File: src/rtl/charlieplex_scanner_pkg.sv
// Shared constants and helpers for the charlieplex scanner and its decoder.
// Provides parameter defaults and the derived-size functions (LED count,
// PWM slot length) so every module computes them identically.
package charlieplex_scanner_pkg;

  localparam int DEFAULT_PINCOUNT     = 4;
  localparam int DEFAULT_PWMBITS      = 4;
  localparam int DEFAULT_BLANK_CYCLES = 2;

  // Every ordered pin pair drives one LED.
  function automatic int led_count(input int pincount);
    return pincount * (pincount - 1);
  endfunction

  // A slot of 2^PWMBITS-1 cycles lets the brightest code fill the whole slot.
  function automatic int slot_len(input int pwmbits);
    return (1 << pwmbits) - 1;
  endfunction

  function automatic int max2(input int a, input int b);
    return (a > b) ? a : b;
  endfunction

endpackage

File: src/rtl/charlieplex_scanner_framebuffer.sv
// Double-buffered brightness store for the charlieplex scanner.
// Ports:
//   clk, rst          clock, synchronous active-high reset (clears both banks)
//   wr_en/addr/data   write into the back bank; addresses >= LEDCOUNT ignored
//   toggle            exchange front/back on this edge
//   rd_addr, rd_data  combinational read of the front bank
module charlieplex_scanner_framebuffer #(
  parameter int LEDCOUNT  = 12,
  parameter int INDEXBITS = 4,
  parameter int PWMBITS   = 4
) (
  input  logic                 clk,
  input  logic                 rst,
  input  logic                 wr_en,
  input  logic [INDEXBITS-1:0] wr_addr,
  input  logic [PWMBITS-1:0]   wr_data,
  input  logic                 toggle,
  input  logic [INDEXBITS-1:0] rd_addr,
  output logic [PWMBITS-1:0]   rd_data
);

  logic [PWMBITS-1:0] bank0 [LEDCOUNT];
  logic [PWMBITS-1:0] bank1 [LEDCOUNT];
  logic               front;

  // The write uses the pre-toggle front, so a write coinciding with a swap
  // lands in the bank that is about to be displayed.
  always_ff @(posedge clk) begin
    if (rst) begin
      front <= 1'b0;
      for (int i = 0; i < LEDCOUNT; i++) begin
        bank0[i] <= '0;
        bank1[i] <= '0;
      end
    end else begin
      if (wr_en && (int'(wr_addr) < LEDCOUNT)) begin
        if (front) bank0[wr_addr] <= wr_data;
        else       bank1[wr_addr] <= wr_data;
      end
      if (toggle) front <= ~front;
    end
  end

  assign rd_data = front ? bank1[rd_addr] : bank0[rd_addr];

endmodule

File: src/rtl/charlieplex_scanner.sv
// Time-multiplexed scan controller for a charlieplexed LED matrix.
// Drives one LED at a time (blank gap, then PWM on-time) from a
// double-buffered brightness framebuffer; feeds an external charlieplexer.
// Ports:
//   clk, rst           clock, synchronous active-high reset
//   run                scan enable level
//   wr_en/addr/data    back-bank brightness write
//   swap, swap_ack     bank exchange request / pulse when it takes effect
//   frame_start        pulse in the first blank cycle of LED 0
//   led_index          LED to address (charlieplexer.in)
//   led_enable         LED drive enable (charlieplexer.enable)
//
// state  | meaning
// IDLE   | not scanning, outputs off, counters cleared
// BLANK  | LED addressed but off, BLANK_CYCLES long
// ON     | PWM slot, SLOT cycles, enabled for the first brightness cycles
module charlieplex_scanner
  import charlieplex_scanner_pkg::*;
#(
  parameter  int PINCOUNT     = DEFAULT_PINCOUNT,
  parameter  int PWMBITS      = DEFAULT_PWMBITS,
  parameter  int BLANK_CYCLES = DEFAULT_BLANK_CYCLES,
  localparam int LEDCOUNT     = led_count(PINCOUNT),
  localparam int INDEXBITS    = $clog2(LEDCOUNT)
) (
  input  logic                 clk,
  input  logic                 rst,
  input  logic                 run,
  input  logic                 wr_en,
  input  logic [INDEXBITS-1:0] wr_addr,
  input  logic [PWMBITS-1:0]   wr_data,
  input  logic                 swap,
  output logic                 swap_ack,
  output logic                 frame_start,
  output logic [INDEXBITS-1:0] led_index,
  output logic                 led_enable
);

  localparam int SLOT    = slot_len(PWMBITS);
  localparam int CNTBITS = $clog2(max2(BLANK_CYCLES, SLOT) + 1);

  localparam logic [CNTBITS-1:0]   BLANK_LOAD = CNTBITS'(BLANK_CYCLES - 1);
  localparam logic [CNTBITS-1:0]   SLOT_LOAD  = CNTBITS'(SLOT - 1);
  localparam logic [INDEXBITS-1:0] LAST_LED   = INDEXBITS'(LEDCOUNT - 1);

  typedef enum logic [1:0] {S_IDLE, S_BLANK, S_ON} state_t;

  state_t               state, state_n;
  logic [CNTBITS-1:0]   cnt, cnt_n;
  logic [PWMBITS-1:0]   en_left, en_left_n;
  logic [INDEXBITS-1:0] idx_n;
  logic                 enable_n, frame_start_n;
  logic                 pending, apply;
  logic [PWMBITS-1:0]   rd_data;

  charlieplex_scanner_framebuffer #(
    .LEDCOUNT (LEDCOUNT),
    .INDEXBITS(INDEXBITS),
    .PWMBITS  (PWMBITS)
  ) u_fb (
    .clk    (clk),
    .rst    (rst),
    .wr_en  (wr_en),
    .wr_addr(wr_addr),
    .wr_data(wr_data),
    .toggle (apply),
    .rd_addr(led_index),
    .rd_data(rd_data)
  );

  always_ff @(posedge clk) begin
    if (rst) begin
      state       <= S_IDLE;
      cnt         <= '0;
      en_left     <= '0;
      led_index   <= '0;
      led_enable  <= 1'b0;
      frame_start <= 1'b0;
      swap_ack    <= 1'b0;
      pending     <= 1'b0;
    end else begin
      state       <= state_n;
      cnt         <= cnt_n;
      en_left     <= en_left_n;
      led_index   <= idx_n;
      led_enable  <= enable_n;
      frame_start <= frame_start_n;
      swap_ack    <= apply;
      pending     <= apply ? 1'b0 : (pending | swap);
    end
  end

  // en_left counts the remaining lit cycles of the slot; it is loaded with the
  // front-bank brightness on entry to ON, which also freezes it for the slot.
  always_comb begin
    state_n       = state;
    cnt_n         = cnt;
    en_left_n     = en_left;
    idx_n         = led_index;
    enable_n      = 1'b0;
    frame_start_n = 1'b0;
    apply         = 1'b0;

    unique case (state)
      S_IDLE: begin
        idx_n     = '0;
        cnt_n     = '0;
        en_left_n = '0;
        apply     = pending | swap;
        if (run) begin
          state_n       = S_BLANK;
          cnt_n         = BLANK_LOAD;
          frame_start_n = 1'b1;
        end
      end
      S_BLANK: begin
        if (cnt == '0) begin
          state_n   = S_ON;
          cnt_n     = SLOT_LOAD;
          en_left_n = rd_data;
          enable_n  = (rd_data != '0);
        end else begin
          cnt_n = cnt - 1'b1;
        end
      end
      S_ON: begin
        if (cnt == '0) begin
          state_n   = S_BLANK;
          cnt_n     = BLANK_LOAD;
          en_left_n = '0;
          if (led_index == LAST_LED) begin
            idx_n         = '0;
            frame_start_n = 1'b1;
            apply         = pending | swap;
          end else begin
            idx_n = led_index + 1'b1;
          end
        end else begin
          cnt_n     = cnt - 1'b1;
          en_left_n = (en_left != '0) ? en_left - 1'b1 : '0;
          enable_n  = (en_left_n != '0);
        end
      end
      default: state_n = S_IDLE;
    endcase

    // Dropping run overrides the scan; a pending swap survives into IDLE.
    if (state != S_IDLE && !run) begin
      state_n       = S_IDLE;
      idx_n         = '0;
      cnt_n         = '0;
      en_left_n     = '0;
      enable_n      = 1'b0;
      frame_start_n = 1'b0;
      apply         = 1'b0;
    end
  end

endmodule

File: config.mk
export PLATFORM = sky130hd
export DESIGN_NAME = charlieplex_scanner
export DESIGN_NICKNAME = d
export VERILOG_FILES = /design/src/rtl/charlieplex_scanner_pkg.sv /design/src/rtl/charlieplex_scanner_framebuffer.sv /design/src/rtl/charlieplex_scanner.sv
export SDC_FILE = /design/constraint.sdc
export NUM_CORES = 1
export LEC_CHECK = 0
export CELL_PAD_IN_SITES_DETAIL_PLACEMENT = 1
export CELL_PAD_IN_SITES_GLOBAL_PLACEMENT = 1
export CORE_MARGIN = 5
export CORE_UTILIZATION = 52
export CTS_CLUSTER_DIAMETER = 80
export DETAILED_ROUTE_END_ITERATION = 7
export GPL_TIMING_DRIVEN = 0
export PLACE_DENSITY = 0.82
export SLEW_MARGIN = 20
export SYNTH_ARGS = -nofsm -noshare
export SYNTH_HDL_FRONTEND = slang
export SYNTH_SLANG_ARGS = --single-unit
File: constraint.sdc
create_clock -name clk -period 2.55 [get_ports clk]
set_input_delay 0.51 -clock clk [delete_from_list [all_inputs] [get_ports clk]]
set_output_delay 0.51 -clock clk [all_outputs]
set_load 0.05 [all_outputs]
## Yosys cells after proc, flatten, opt, wreduce, memory -nomap -nowiden

Memories as Yosys holds them, arrays and structs flattened. A register that Yosys moved wholly into a read port is not among the register bits.
Index checks and enable logic that the tools add are counted.

- Memories kept: 2
- Output and inout bits: 7
- Register bits after elaboration: 19
- Bits in writable memories: 96

- $add $sub $neg: 3
- Bitwise logic cells: 2
- Reduce and logical (&&, ||, !) cells: 18
- $lt $le $gt $ge: 1
- Muxes and demuxes: 47
- Equality and inequality tests: 6

Memories:

| name | words | width | rd ports | clocked after Yosys merged registers in | write ports | line | text |
|---|---|---|---|---|---|---|---|
| u_fb.bank0 | 12 | 4 | 1 | 1 | 12 | charlieplex_scanner_framebuffer.sv:22 | `logic [PWMBITS-1:0] bank0 [LEDCOUNT];` |
| u_fb.bank1 | 12 | 4 | 1 | 1 | 12 | charlieplex_scanner_framebuffer.sv:23 | `logic [PWMBITS-1:0] bank1 [LEDCOUNT];` |

Operator list:

| kind | number |
|---|---|
| $mux 4 | 16 |
| $pmux 4 s3 | 2 |
| $mux 1 | 21 |
| $reduce_bool 4->1 | 3 |
| $pmux 4 s2 | 1 |
| $reduce_or 4->1 | 2 |
| $sub 4x1->4 const B | 2 |
| $mux 2 | 3 |
| $ne 2x2->1 const B | 3 |
| $pmux 1 s2 | 3 |
| $pmux 2 s3 | 1 |
| $add 4x1->4 const B | 1 |
| $eq 4x4->1 const B | 1 |
| $logic_not 4->1 | 1 |
| $lt 4x4->1 const B | 1 |
| $reduce_and 2->1 | 2 |
| $reduce_bool 2->1 | 2 |
| $reduce_or 2->1 | 2 |
| $reduce_and 3->1 | 1 |
| $reduce_bool 3->1 | 1 |
| $eq 2x1->1 const B | 1 |
| $eq 2x2->1 const B | 1 |
| $logic_and 1x1->1 | 2 |
| $logic_not 2->1 | 1 |
| other kinds (3) | 3 |

## Logic depth before layout (Yosys ltp)

Gate-level depths: netlist of the first run.

- Depth in word-level cells: 7
- Gate-level depth with buffers: 8

## By module

Synthesis of the first run repeated with hierarchy kept, for this count alone.

- Cell total of the unflattened synthesis: 477
- Area, all modules: 6912.9 um^2

By module, submodules not included:

| module | instances | seq. area each (um^2) | cells each | area each (um^2) |
|---|---|---|---|---|
| charlieplex_scanner_framebuffer | 1 | 3863.7 | 356 | 5884.4 |
| charlieplex_scanner | 1 | 360.3 | 121 | 1028.5 |

## Least setup slack after synthesis of the first run

Ideal clock, no wire load.

- Kind: register to register
- Start: register (tool-made name)
- End: register led_enable
- Path buffers: 2
- Data arrival time: 2.155 ns
- Data required time: 2.427 ns
- Setup slack: 0.272 ns
- Library setup time: 0.123 ns
- Cell stages (with the launch flop): 8
- Path through: dfxtp_1 -> buf_6 -> buf_4 -> mux4_2 -> mux4_2 -> mux2_2 -> nor4_1 -> o21ai_1

RTL lines:

| what | line | text |
|---|---|---|
| end signal: assignment | charlieplex_scanner.sv:86 | `led_enable <= enable_n;` |
| end: declaration | charlieplex_scanner.sv:36 | `output logic led_enable` |

==> results of run 1 <==
## worst register-to-register path: cells and delay by family, from the launching register on
kind	cells	cell delay, ns
AO/OA/AOI/OAI	1	0.09
buffers and inverters	3	0.41
flip-flops	1	0.33
multiplexers	3	1.34
AND/OR/NAND/NOR	1	0.24
## layer usage
| layer | wire (um) | global-route usage | vias to the layer above |
|---|---|---|---|
| met5 | 13 | 0 | - |
| met4 | 382 | 0.0816 | 2 |
| met3 | 1250 | 0.0614 | 36 |
| met2 | 9580 | 0.435 | 161 |
| met1 | 6760 | 0.291 | 2182 |
| li1 | - | - | 1904 |
## logic make-up after synthesis
logic type      count (synthesis)  synth area share
buf+inv                        34            0.0222
other cells                     1          0.000541
compound gates                 44            0.0393
simple gates                  201             0.165
flops                         151             0.621
mux                            45             0.138
xor+xnor                        3           0.00379
fa+ha+maj                       6            0.0108
## sequential cells by signal, indices dropped and copies added, names as in the netlist, named ones only
register / cells
frame_start: 1
state: 2
cnt: 4
led_enable: 1
u_fb.bank0: 64
swap_ack: 1
u_fb.bank1: 64
en_left: 4
u_fb.front: 1
led_index: 4
pending: 1
## timing repair
action,4_1_cts,5_1_grt
cloned,2,0
pin swaps,1,0
gates resized for setup,25,3
buffers inserted,3,0
setup endpoints to repair,5,2
hold buffers,0,0
## power breakdown
group	switching (mW)	total [mW]	leakage [nW]	internal, mW
Sequential	0.0755	2.92	1.49	2.84
Clock	0.960	2.58	0.283	1.62
Combinational	0.568	0.900	1.18	0.332
## worst max-delay path by stage
stage / cells past startpoint / start / to
floorplan: 7 / register / led_enable
global placement: 6 / register / led_enable
detailed placement: 6 / register / led_enable
CTS: 8 / register / led_enable
global route: 7 / register / led_enable
finish: 8 / register / led_enable
## cells in the mapped netlist
library cell,count,area share
nand3_1,1,0.00072
xnor2_1,2,0.0025
nand2_1,11,0.0060
a22oi_1,2,0.0022
mux4_2,40,0.13
buf_1,4,0.0022
clkbuf_1,19,0.010
dfxtp_1,23,0.066
o2111ai_1,1,0.0013
a21o_1,3,0.0032
edfxtp_1,128,0.55
a2bb2oi_1,1,0.0013
mux2i_1,1,0.0014
or4_1,2,0.0022
nor3_1,5,0.0036
ha_1,6,0.011
buf_4,1,0.0011
conb_1,1,0.00054
o31a_1,1,0.0013
o21ai_0,10,0.0072
nand2b_1,4,0.0036
nor3b_1,2,0.0022
a211oi_1,5,0.0054
xor2_1,1,0.0013
nand3b_1,1,0.0011
a21oi_1,15,0.011
nor2b_1,5,0.0045
nor4_2,1,0.0018
nand4_1,1,0.00090
and3b_1,2,0.0025
and2_1,96,0.087
a41oi_1,1,0.0013
a31oi_1,1,0.00090
o21ai_1,1,0.00072
inv_1,7,0.0038
o41ai_1,1,0.0013
a32oi_1,2,0.0025
mux2_2,4,0.0065
or2_2,26,0.023
nor2_1,41,0.022
buf_6,3,0.0049
nor4_1,1,0.00090
or4b_2,1,0.0014
or3_1,1,0.00090
## final cells by class
| type | count | share of cell area |
|---|---|---|
| clock buffer | 22 | 0.0540 |
| clock inverter | 10 | 0.0186 |
| buffer | 27 | 0.0215 |
| timing repair buffer | 24 | 0.0330 |
| sequential | 151 | 0.524 |
| inverter | 7 | 0.00320 |
| tap | 176 | 0.0268 |
| multi-input combinational | 331 | 0.319 |
## cell usage in the layout (no fill, tap or decap), types with 3 or more instances in the layout
master           Yosys  routed
edfxtp_1           128     128
and2_1              96      96
nor2_1              41      41
mux4_2              40      40
conb_1               1      32
or2_2               26      26
clkbuf_1            19      24
dfxtp_1             23      22
clkdlybuf4s50_1      0      19
clkbuf_16            0      17
a21oi_1             15      15
nand2_1             11      11
o21ai_0             10      10
inv_1                7       7
ha_1                 6       6
nor2b_1              5       5
a211oi_1             5       5
nor3_1               5       5
nand2b_1             4       4
buf_4                1       4
bufinv_16            0       4
buf_12               0       3
mux2_4               0       3
a21o_1               3       3
## stage by stage
stage                util  setup TNS [ns]  setup WS (ns)  hold slack [ns]
floorplan               -               0          0.272            0.455
global placement    0.568           -2.12         -0.509            0.479
detailed placement  0.568           -5.85         -0.607            0.482
CTS                 0.625               0        0.00532            0.491
global route        0.626         -0.0621        -0.0539            0.515
finish              0.626               0         0.0134            0.490
==> flow_summary_export.csv, run 1 <==
group,metric,value,unit
status,outcome,"finished clean",
placed_design,place_inst,711,
clocking,clk_pin_slew,0.06,ns
timing,slew_viol_final,0,
final_layout,synthToLayoutAreaGrowth,18.5,%
hold_path,min_to,"en_left[1]",
timing,setup_violations,0,
placed_design,io_buffer_count,19,
worst_setup_path,crit_top_cell,"mux4_2",
clocking,htree_levels,4,
synth,synth_area,6930,um2
timing,finClkSkew,0.00822,ns
timing,rsz0062_at_grt,"yes",
final_layout,final-seq-area,4310,um2
worst_setup_path,crit_slowest_cell,"mux4_2",
route,drt-vias-per-instance,5.73,
placed_design,post_dp_cell_area,7460,um2
worst_setup_path,worstPathArrival,2.85,ns
synth,synth.distinct_cells,44,
synth,yosysSeqAreaShare,0.621,
global_route,grt_usage,0.245,
timing,timing_hold_violations_final,0,
worst_setup_path,critPathKind,"reg -> reg",
synth,netlist_instances,485,
timing,fmax,0.394,GHz
floorplanning,core_region_area,13100,um2
worst_setup_path,crit_path_max_incr_delay,0.54,ns
final_layout,instances_no_fill,748,
hold_path,worstHoldStart,"en_left[1]",
final_layout,multi_input_area,2620,um2
floorplanning,die_w,125,um
synth,syn_avg_cell_area,14.3,um2
final_layout,stdcell_area,8220,um2
worst_setup_path,cp_top_family,"multiplexers",
final_layout,fillers,1257,
route,drt_iter0_drc,424,
global_route,grt_pass1_vias,4745,
route,first_pass_iters,5,
floorplanning,dieArea,15700,um2
power_and_ir_drop,power_density,779,nW/um2
clocking,clk_path_buf_depth,2,
timing,fin_crit,2.54,ns
hold_path,holdPathStages,2,
power_and_ir_drop,total_power,6.40,mW
floorplanning,initial_core_util,0.528,
clocking,ctsRootBufferMaster,"clkbuf_16",
clocking,cts_tree,"yes",
worst_setup_path,required,2.87,ns
power_and_ir_drop,peakVddDrop,0.448,mV
worst_setup_path,crit_fanout,6,
route,wl_per_cell,24.0,um
clocking,clock_latency,0.44,ns
worst_setup_path,regToRegEndpoint,"led_enable",
worst_setup_path,critPathCaptureType,"register",
clocking,clkSinkCount,151,
global_route,grt_start_max_net_pins,17,
job,maxCapViolCount,0,
route,vias,4285,
worst_setup_path,start_kind,"register",
placed_design,dp_hpwl,12100,um
worst_setup_path,rrSetupSlack,0.01,ns
timing,finalCritPeriodShare,0.995,
global_route,grt.overflow.total,0,
global_route,grt_pass1_wl,28200,um
floorplanning,core.rowCount,42,
timing,slew_headroom,0.374,
final_layout,drive_gt1_frac,0.196,
global_route,antenna_found_initial,1,
route,ant_nets,0,
clocking,cts_buffers,17,
worst_setup_path,r2r_cells,8,
route,drc,0,
hold_path,min-delay-path-class,"reg -> reg",
worst_setup_path,crit_buf_inv,3,
final_layout,num_antenna_cells,0,
timing,tightest_slew,0.926,ns
final_layout,final_nets,578,
floorplanning,io_pins,20,
synth,yosys_warnings,0,
power_and_ir_drop,cellLeakagePower,2.96,nW
synth,synth-seq-cells,151,
placed_design,gp_congestion,0.831,
floorplanning,fp.dieH,125,um
worst_setup_path,cp_cell_sequence,"buf_8 > buf_6 > buf_16 > mux4_2 > mux4_2 > mux2_4 > nor4_4 > o21ai_2",
route,drt_wl_total,18000,um
Note: power is estimated with default switching activity, not from simulation.
==> inputs of run 2 (changes only) <==
--- a/config.mk
+++ b/config.mk
@@ -5,14 +5,15 @@
 export SDC_FILE = /design/constraint.sdc
 export NUM_CORES = 1
 export LEC_CHECK = 0
-export CELL_PAD_IN_SITES_DETAIL_PLACEMENT = 1
-export CELL_PAD_IN_SITES_GLOBAL_PLACEMENT = 1
+export ABC_CLOCK_PERIOD_IN_PS = 2550
+export CELL_PAD_IN_SITES_DETAIL_PLACEMENT = 0
+export CELL_PAD_IN_SITES_GLOBAL_PLACEMENT = 2
 export CORE_MARGIN = 5
-export CORE_UTILIZATION = 52
+export CORE_UTILIZATION = 45
 export CTS_CLUSTER_DIAMETER = 80
 export DETAILED_ROUTE_END_ITERATION = 7
 export GPL_TIMING_DRIVEN = 0
-export PLACE_DENSITY = 0.82
+export PLACE_DENSITY = 0.81
 export SLEW_MARGIN = 20
 export SYNTH_ARGS = -nofsm -noshare
 export SYNTH_HDL_FRONTEND = slang
==> run 2 against run 1 <==
  * Clock-buffer cell count fell by 5
  * Critical path depth is 1 lower
  * Via count is 2.8% lower
  * Sequential share of layout area shrank 0.46 points
  * Utilization decreased by 7.8 points
  * Sequential power hardly changed
  * Die area is 14% higher
  * Final area increased by 0.91%
  * Clock power shrank 2%
  * Global-route usage down 5.3 points
  * Clock skew increased by 0.00052 ns
  * Wire length fell by 8.8%
  * Largest cell class unchanged
==> flow_summary_export.csv, run 2 (synthesis gave the netlist of run 1 again) <==
group,metric,value,unit
timing,slew_headroom,0.365,
global_route,antenna_found_initial,0,
worst_setup_path,start_kind,"register",
final_layout,drive_gt1_frac,0.215,
floorplanning,io_pins,20,
final_layout,stdcell_area,8290,um2
final_layout,synthToLayoutAreaGrowth,19.6,%
clocking,cts_tree,"yes",
global_route,grt_start_max_net_pins,17,
power_and_ir_drop,total_power,6.36,mW
worst_setup_path,crit_path_max_incr_delay,0.53,ns
route,ant_nets,0,
final_layout,fin_util,0.548,
power_and_ir_drop,cellLeakagePower,2.99,nW
clocking,cts_buffers,17,
floorplanning,dieArea,18000,um2
timing,finClkSkew,0.00874,ns
route,drt-vias-per-instance,5.43,
worst_setup_path,crit_top_cell,"mux4_2",
placed_design,dp_hpwl,11400,um
final_layout,mostFrequentLayoutCell,"edfxtp_1",
timing,holdWs,0.489,ns
placed_design,gp_congestion,0.817,
timing,fmax,0.404,GHz
clocking,clkSinkCount,151,
clocking,clock_latency,0.43,ns
global_route,grt_usage,0.192,
placed_design,pre_cts_ws,-0.463,ns
timing,tightest_slew,0.941,ns
global_route,grt_pass1_vias,4269,
floorplanning,core_region_area,15100,um2
job,maxCapViolCount,0,
final_layout,final_cell_mix,"edfxtp_1, and2_1, nor2_1, mux4_2, conb_1",
timing,finalCritPeriodShare,0.970,
final_layout,final_nets,584,
hold_path,holdPathStages,2,
clocking,clk_pin_slew,0.06,ns
timing,timing_hold_violations_final,0,
clocking,clk_path_buf_depth,2,
placed_design,io_buffer_count,19,
timing,setup_violations,0,
floorplanning,fp.dieH,134,um
worst_setup_path,critPathCaptureType,"register",
worst_setup_path,crit_slowest_cell,"mux4_2",
route,first_pass_iters,4,
clocking,htree_levels,4,
worst_setup_path,r2r_cells,7,
placed_design,place_inst,723,
floorplanning,core.rowCount,45,
worst_setup_path,cp_cell_sequence,"buf_6 > buf_12 > mux4_2 > mux4_2 > mux2_4 > a211oi_1 > nor3_1",
worst_setup_path,required,2.85,ns
power_and_ir_drop,peakVddDrop,0.507,mV
power_and_ir_drop,power_density,766,nW/um2
placed_design,post_dp_cell_area,7470,um2
timing,timing.setup.tns,0,ns
hold_path,min-delay-path-class,"reg -> reg",
route,drc,0,
timing,slew_viol_final,0,
floorplanning,initial_core_util,0.458,
route,wl_per_cell,21.4,um
timing,setup_ws,0.0761,ns
route,vias,4166,
worst_setup_path,critPathKind,"reg -> reg",
route,drt_iter0_drc,316,
timing,fin_crit,2.47,ns
timing,rsz0062_at_grt,"no",
global_route,grt_pass1_wl,25100,um
route,drt_wl_total,16400,um
clocking,ctsRootBufferMaster,"clkbuf_16",
global_route,grt.overflow.total,0,
worst_setup_path,worstPathArrival,2.77,ns
final_layout,reg_top3,"u_fb.bank0 (64), u_fb.bank1 (64)",
worst_setup_path,crit_fanout,7,
floorplanning,die_w,134,um
final_layout,instances_no_fill,767,
status,outcome,"finished clean",
## run 2: changes by cell type in the layout (fill, tap and decap cells not counted), sizes merged
| cell | previous run | this run |
|---|---|---|
| diode | 0 | 1 |
| buf | 13 | 17 |
| inv | 7 | 14 |
| clkinvlp | 2 | 3 |
| bufinv | 4 | 2 |
| clkinv | 4 | 3 |
| clkbuf | 41 | 38 |
## run 2: power breakdown
group | total, mW | internal (mW) | switching [mW] | leakage, nW
logic | 0.899 | 0.339 | 0.560 | 1.22
clock network | 2.54 | 1.46 | 1.08 | 0.280
registers | 2.91 | 2.84 | 0.0726 | 1.49
total | 6.36 | 4.64 | 1.71 | 2.99
## run 2: routing by layer
layer / part of all wire / vias up / GRT usage / routed length (um)
met5: 0 / - / 0 / 0
met4: 0.013 / 0 / 0.0566 / 214
met3: 0.051 / 24 / 0.0454 / 840
met2: 0.50 / 127 / 0.321 / 8180
met1: 0.44 / 2096 / 0.251 / 7170
li1: - / 1919 / - / -
## run 2: final timing paths
path               from         end  slack (ns)
max            register  en_left[2]        0.08
min          en_left[1]  en_left[1]        0.49
max reg2reg    register  en_left[2]        0.08
min reg2reg  en_left[1]  en_left[1]        0.49
## run 2: cell type report
class	instances	area, um2
diodes	1	2.50
plain buffers	27	169
clock buffers	17	425
clock inverters	15	165
fillers	1259	6850
inverters	7	26.3
multi-input cells	331	2630
flip-flops and latches	151	4310
well taps	188	235
repair buffers	30	333
## run 2: critical path: cells and delay by family, from the launching register on
kind,cells,cell delay (ns)
AOI/OAI and AO/OA,1,0.27
buffers and inverters,2,0.32
DFF,1,0.32
muxes,3,1.35
and+or+nand+nor,1,0.09
## run 2: repair_timing
item,in CTS,in global routing
setup endpoints to repair,5,2
hold buffers,0,0
gates resized for setup,16,9
setup buffers,3,6
gates cloned,0,2
pin swaps,0,1
==> RTL edit, RTL diff (flow settings as in run 1) <==
Put one more register stage on the output `led_index`, cleared by the reset. The value now appears one clock later. The other outputs are not delayed to match.
--- a/src/rtl/charlieplex_scanner.sv
+++ b/src/rtl/charlieplex_scanner.sv
@@ -45,6 +45,8 @@
 
   typedef enum logic [1:0] {S_IDLE, S_BLANK, S_ON} state_t;
 
+  logic [INDEXBITS-1:0] led_index_s0;
+
   state_t               state, state_n;
   logic [CNTBITS-1:0]   cnt, cnt_n;
   logic [PWMBITS-1:0]   en_left, en_left_n;
@@ -64,7 +66,7 @@
     .wr_addr(wr_addr),
     .wr_data(wr_data),
     .toggle (apply),
-    .rd_addr(led_index),
+    .rd_addr(led_index_s0),
     .rd_data(rd_data)
   );
 
@@ -73,7 +75,7 @@
       state       <= S_IDLE;
       cnt         <= '0;
       en_left     <= '0;
-      led_index   <= '0;
+      led_index_s0 <= '0;
       led_enable  <= 1'b0;
       frame_start <= 1'b0;
       swap_ack    <= 1'b0;
@@ -82,7 +84,7 @@
       state       <= state_n;
       cnt         <= cnt_n;
       en_left     <= en_left_n;
-      led_index   <= idx_n;
+      led_index_s0 <= idx_n;
       led_enable  <= enable_n;
       frame_start <= frame_start_n;
       swap_ack    <= apply;
@@ -96,7 +98,7 @@
     state_n       = state;
     cnt_n         = cnt;
     en_left_n     = en_left;
-    idx_n         = led_index;
+    idx_n         = led_index_s0;
     enable_n      = 1'b0;
     frame_start_n = 1'b0;
     apply         = 1'b0;
@@ -128,12 +130,12 @@
           state_n   = S_BLANK;
           cnt_n     = BLANK_LOAD;
           en_left_n = '0;
-          if (led_index == LAST_LED) begin
+          if (led_index_s0 == LAST_LED) begin
             idx_n         = '0;
             frame_start_n = 1'b1;
             apply         = pending | swap;
           end else begin
-            idx_n = led_index + 1'b1;
+            idx_n = led_index_s0 + 1'b1;
           end
         end else begin
           cnt_n     = cnt - 1'b1;
@@ -156,5 +158,13 @@
     end
   end
 
+  always_ff @(posedge clk) begin
+    if (rst) begin
+      led_index <= '0;
+    end else begin
+      led_index <= led_index_s0;
+    end
+  end
+
 endmodule
 
Function: no difference found for any inputs over 10 cycles, from zero or initial values and one cycle with rst high; that may be too few to reach the edited logic, so the function may still have changed.
==> RTL edit against run 1 <==
- critical path type unchanged
- sequential power is 2% higher
- power is 2.6% higher
- area after synthesis is 1.2% higher
- routed wire length is 3.3% higher
- cell area is 0.87% higher
- worst setup slack better by 0.0036 ns
- hold slack better by 0.0069 ns
- non-clock buffer count stayed put
- sequential cell count is 4 higher
- count of clock-buffer cells in the layout is 5 lower
- synthesized cell count is 1.6% higher
==> RTL edit: results (changes against run 1) <==
Fraction of registers with async set/reset - 0% (unchanged)
Mux contribution to synthesized area - 13.6% (-0.16 points)
Worst hold path stage count - 1 (-1)
Antenna Diode Count - 0 (unchanged)
Post-CTS clock slew at the launch and capture registers of the worst setup and hold paths - 0.06 ns (about the same)
Number of synthesis warnings - 0 (unchanged)
Post-synth cell types - 42 (-4.5%)
Largest cells by area after synthesis - sky130_fd_sc_hd__edfxtp_1 55%, sky130_fd_sc_hd__mux4_2 13%, sky130_fd_sc_hd__and2_1 8.7%, sky130_fd_sc_hd__dfxtp_1 7.7%, sky130_fd_sc_hd__nor2_1 2.4%
Worst path slowest cell - sky130_fd_sc_hd__mux4_2
Total routing resource utilization after global routing - 24.7% (+0.25 points)
GR met2 Demand/Resource - 42.3% (-1.2 points)
Deepest clock path buffer count - 2 (unchanged)
Path category of the worst min-delay check - flop to flop
Max Cap Viol - 0 (unchanged)
Worst voltage drop across the vdd grid - 0.509 mV (+14%)
Number of DRC violations after detailed-routing iteration 0 - 284 (-33%)
Post-detail-place hpwl - 12400 µm (+2.5%)
Crit-path max FO - 7 (+1)
Number of antenna violations at the first check in global routing - 0 (-1)
GRT met3 Usage - 5.46% (-0.68 points)
Met1 Use GR - 30.5% (+1.4 points)
Xor and xnor area share after synthesis - 0.375% (-0.0045 points)
Commonest cells in the netlist - 128 x sky130_fd_sc_hd__edfxtp_1, 98 x sky130_fd_sc_hd__and2_1, 44 x sky130_fd_sc_hd__nor2_1
R2R cell count - 7 (-1)
Fin Clk Skew - 0.00955 ns (+0.00133 ns)
Vias in the first global route - 4726 (-0.40%)
Clock latency reported for the late side of the worst-skew pair - 0.44 ns (about the same)
Post-layout nets - 586 (+1.4%)
Placer Congestion - 0.817 (-1.6%)
Static Leak - 3.00 nW (+1.5%)
Sequential-to-total area share from yosys stat - 62.5% (+0.41 points)
Global-route wire length before repair - 28300 µm (+0.32%)
1st-pass router iterations - 5 (unchanged)
Relative slew slack - 46.4% (+8.9 points)
Final wirelength - 18600 µm (+3.3%)
Outcome - finished clean
Layout cell share with drive strength beyond 1 - 20.0% (+0.42 points)
Share of the synthesized area in compound gates (AO/OA/AOI/OAI) - 3.21% (-0.72 points)
H-tree levels - 4 (unchanged)
Instance area at placement - 7550 µm² (+1.2%)
Maximum number of pins on one net before global-route repair - 17 (unchanged)
Routed via count divided by cell count - 5.84 (+1.9%)
Fraction of the mapped netlist area in adder cells - 1.07% (-0.013 points)
[RTL edit: stage by stage]
| step | cells | setup WS [ns] | setup TNS [ns] | utilization (%) |
|---|---|---|---|---|
| after floorplan | 524 | 0.214 | 0 | - |
| after global placement | 719 | -0.423 | -5.89 | 57.0 |
| after detailed placement | 719 | -0.475 | -10.81 | 57.0 |
| after CTS | 757 | 0.00345 | 0 | 62.9 |
| after global routing | 756 | -0.0265 | -0.0265 | 62.6 |
| final | 756 | 0.0170 | 0 | 62.6 |
[RTL edit: layout make-up]
type | count | area, µm²
plain buffers | 27 | 173
clock buffers | 17 | 425
clock inverters | 15 | 186
fillers | 1312 | 4950
inverters | 4 | 15.0
multi-input cells | 338 | 2650
flip-flops and latches | 155 | 4390
well taps | 176 | 220
repair buffers | 24 | 235
[RTL edit: where the power goes]
part | internal, mW | switching, mW | leakage [nW]
Clock | 1.56 | 1.11 | 0.290
Sequential | 2.90 | 0.0818 | 1.52
Combinational | 0.349 | 0.573 | 1.19
Total | 4.80 | 1.76 | 3.00
[RTL edit: worst register-to-register path, cell delays in order, from the launching register on]
cell                      delay [ns]
sky130_fd_sc_hd__dfxtp_2        0.34
sky130_fd_sc_hd__buf_8          0.15
sky130_fd_sc_hd__buf_12         0.14
sky130_fd_sc_hd__mux4_2         0.55
sky130_fd_sc_hd__mux4_2         0.55
sky130_fd_sc_hd__mux2_4         0.32
sky130_fd_sc_hd__nor4_4         0.27
sky130_fd_sc_hd__o32ai_1        0.10
[RTL edit: path summary, 6_finish.rpt]
check / from / to / slack [ns]
worst max register to register: flop / led_enable / 0.02
worst min-delay path: led_index_s0[1] / led_index[1] / 0.50
worst max-delay path: flop / led_enable / 0.02
worst min register to register: led_index_s0[1] / led_index[1] / 0.50
[RTL edit: repair_timing]
| item | CTS | global route |
|---|---|---|
| buffers inserted | 4 | 1 |
| pin swaps | 1 | 0 |
| gates resized for setup | 27 | 3 |
| endpoints found under the setup margin | 5 | 3 |
| cloned | 2 | 0 |
[RTL edit: metal layers]
layer  vias to the layer above  share of wire (%)
li1                       1938                  -
met2                       147                 51
met4                         0                2.8
met5                         -                  0
met3                        34                5.1
met1                      2294                 41
[RTL edit: logic make-up after synthesis]
family | count (synthesis)
muxes | 45
and+or+nand+nor | 215
other | 1
buffers and inverters | 31
DFF | 155
adders and majority gates | 6
AOI/OAI and AO/OA | 37
xor gates and xnor gates | 3
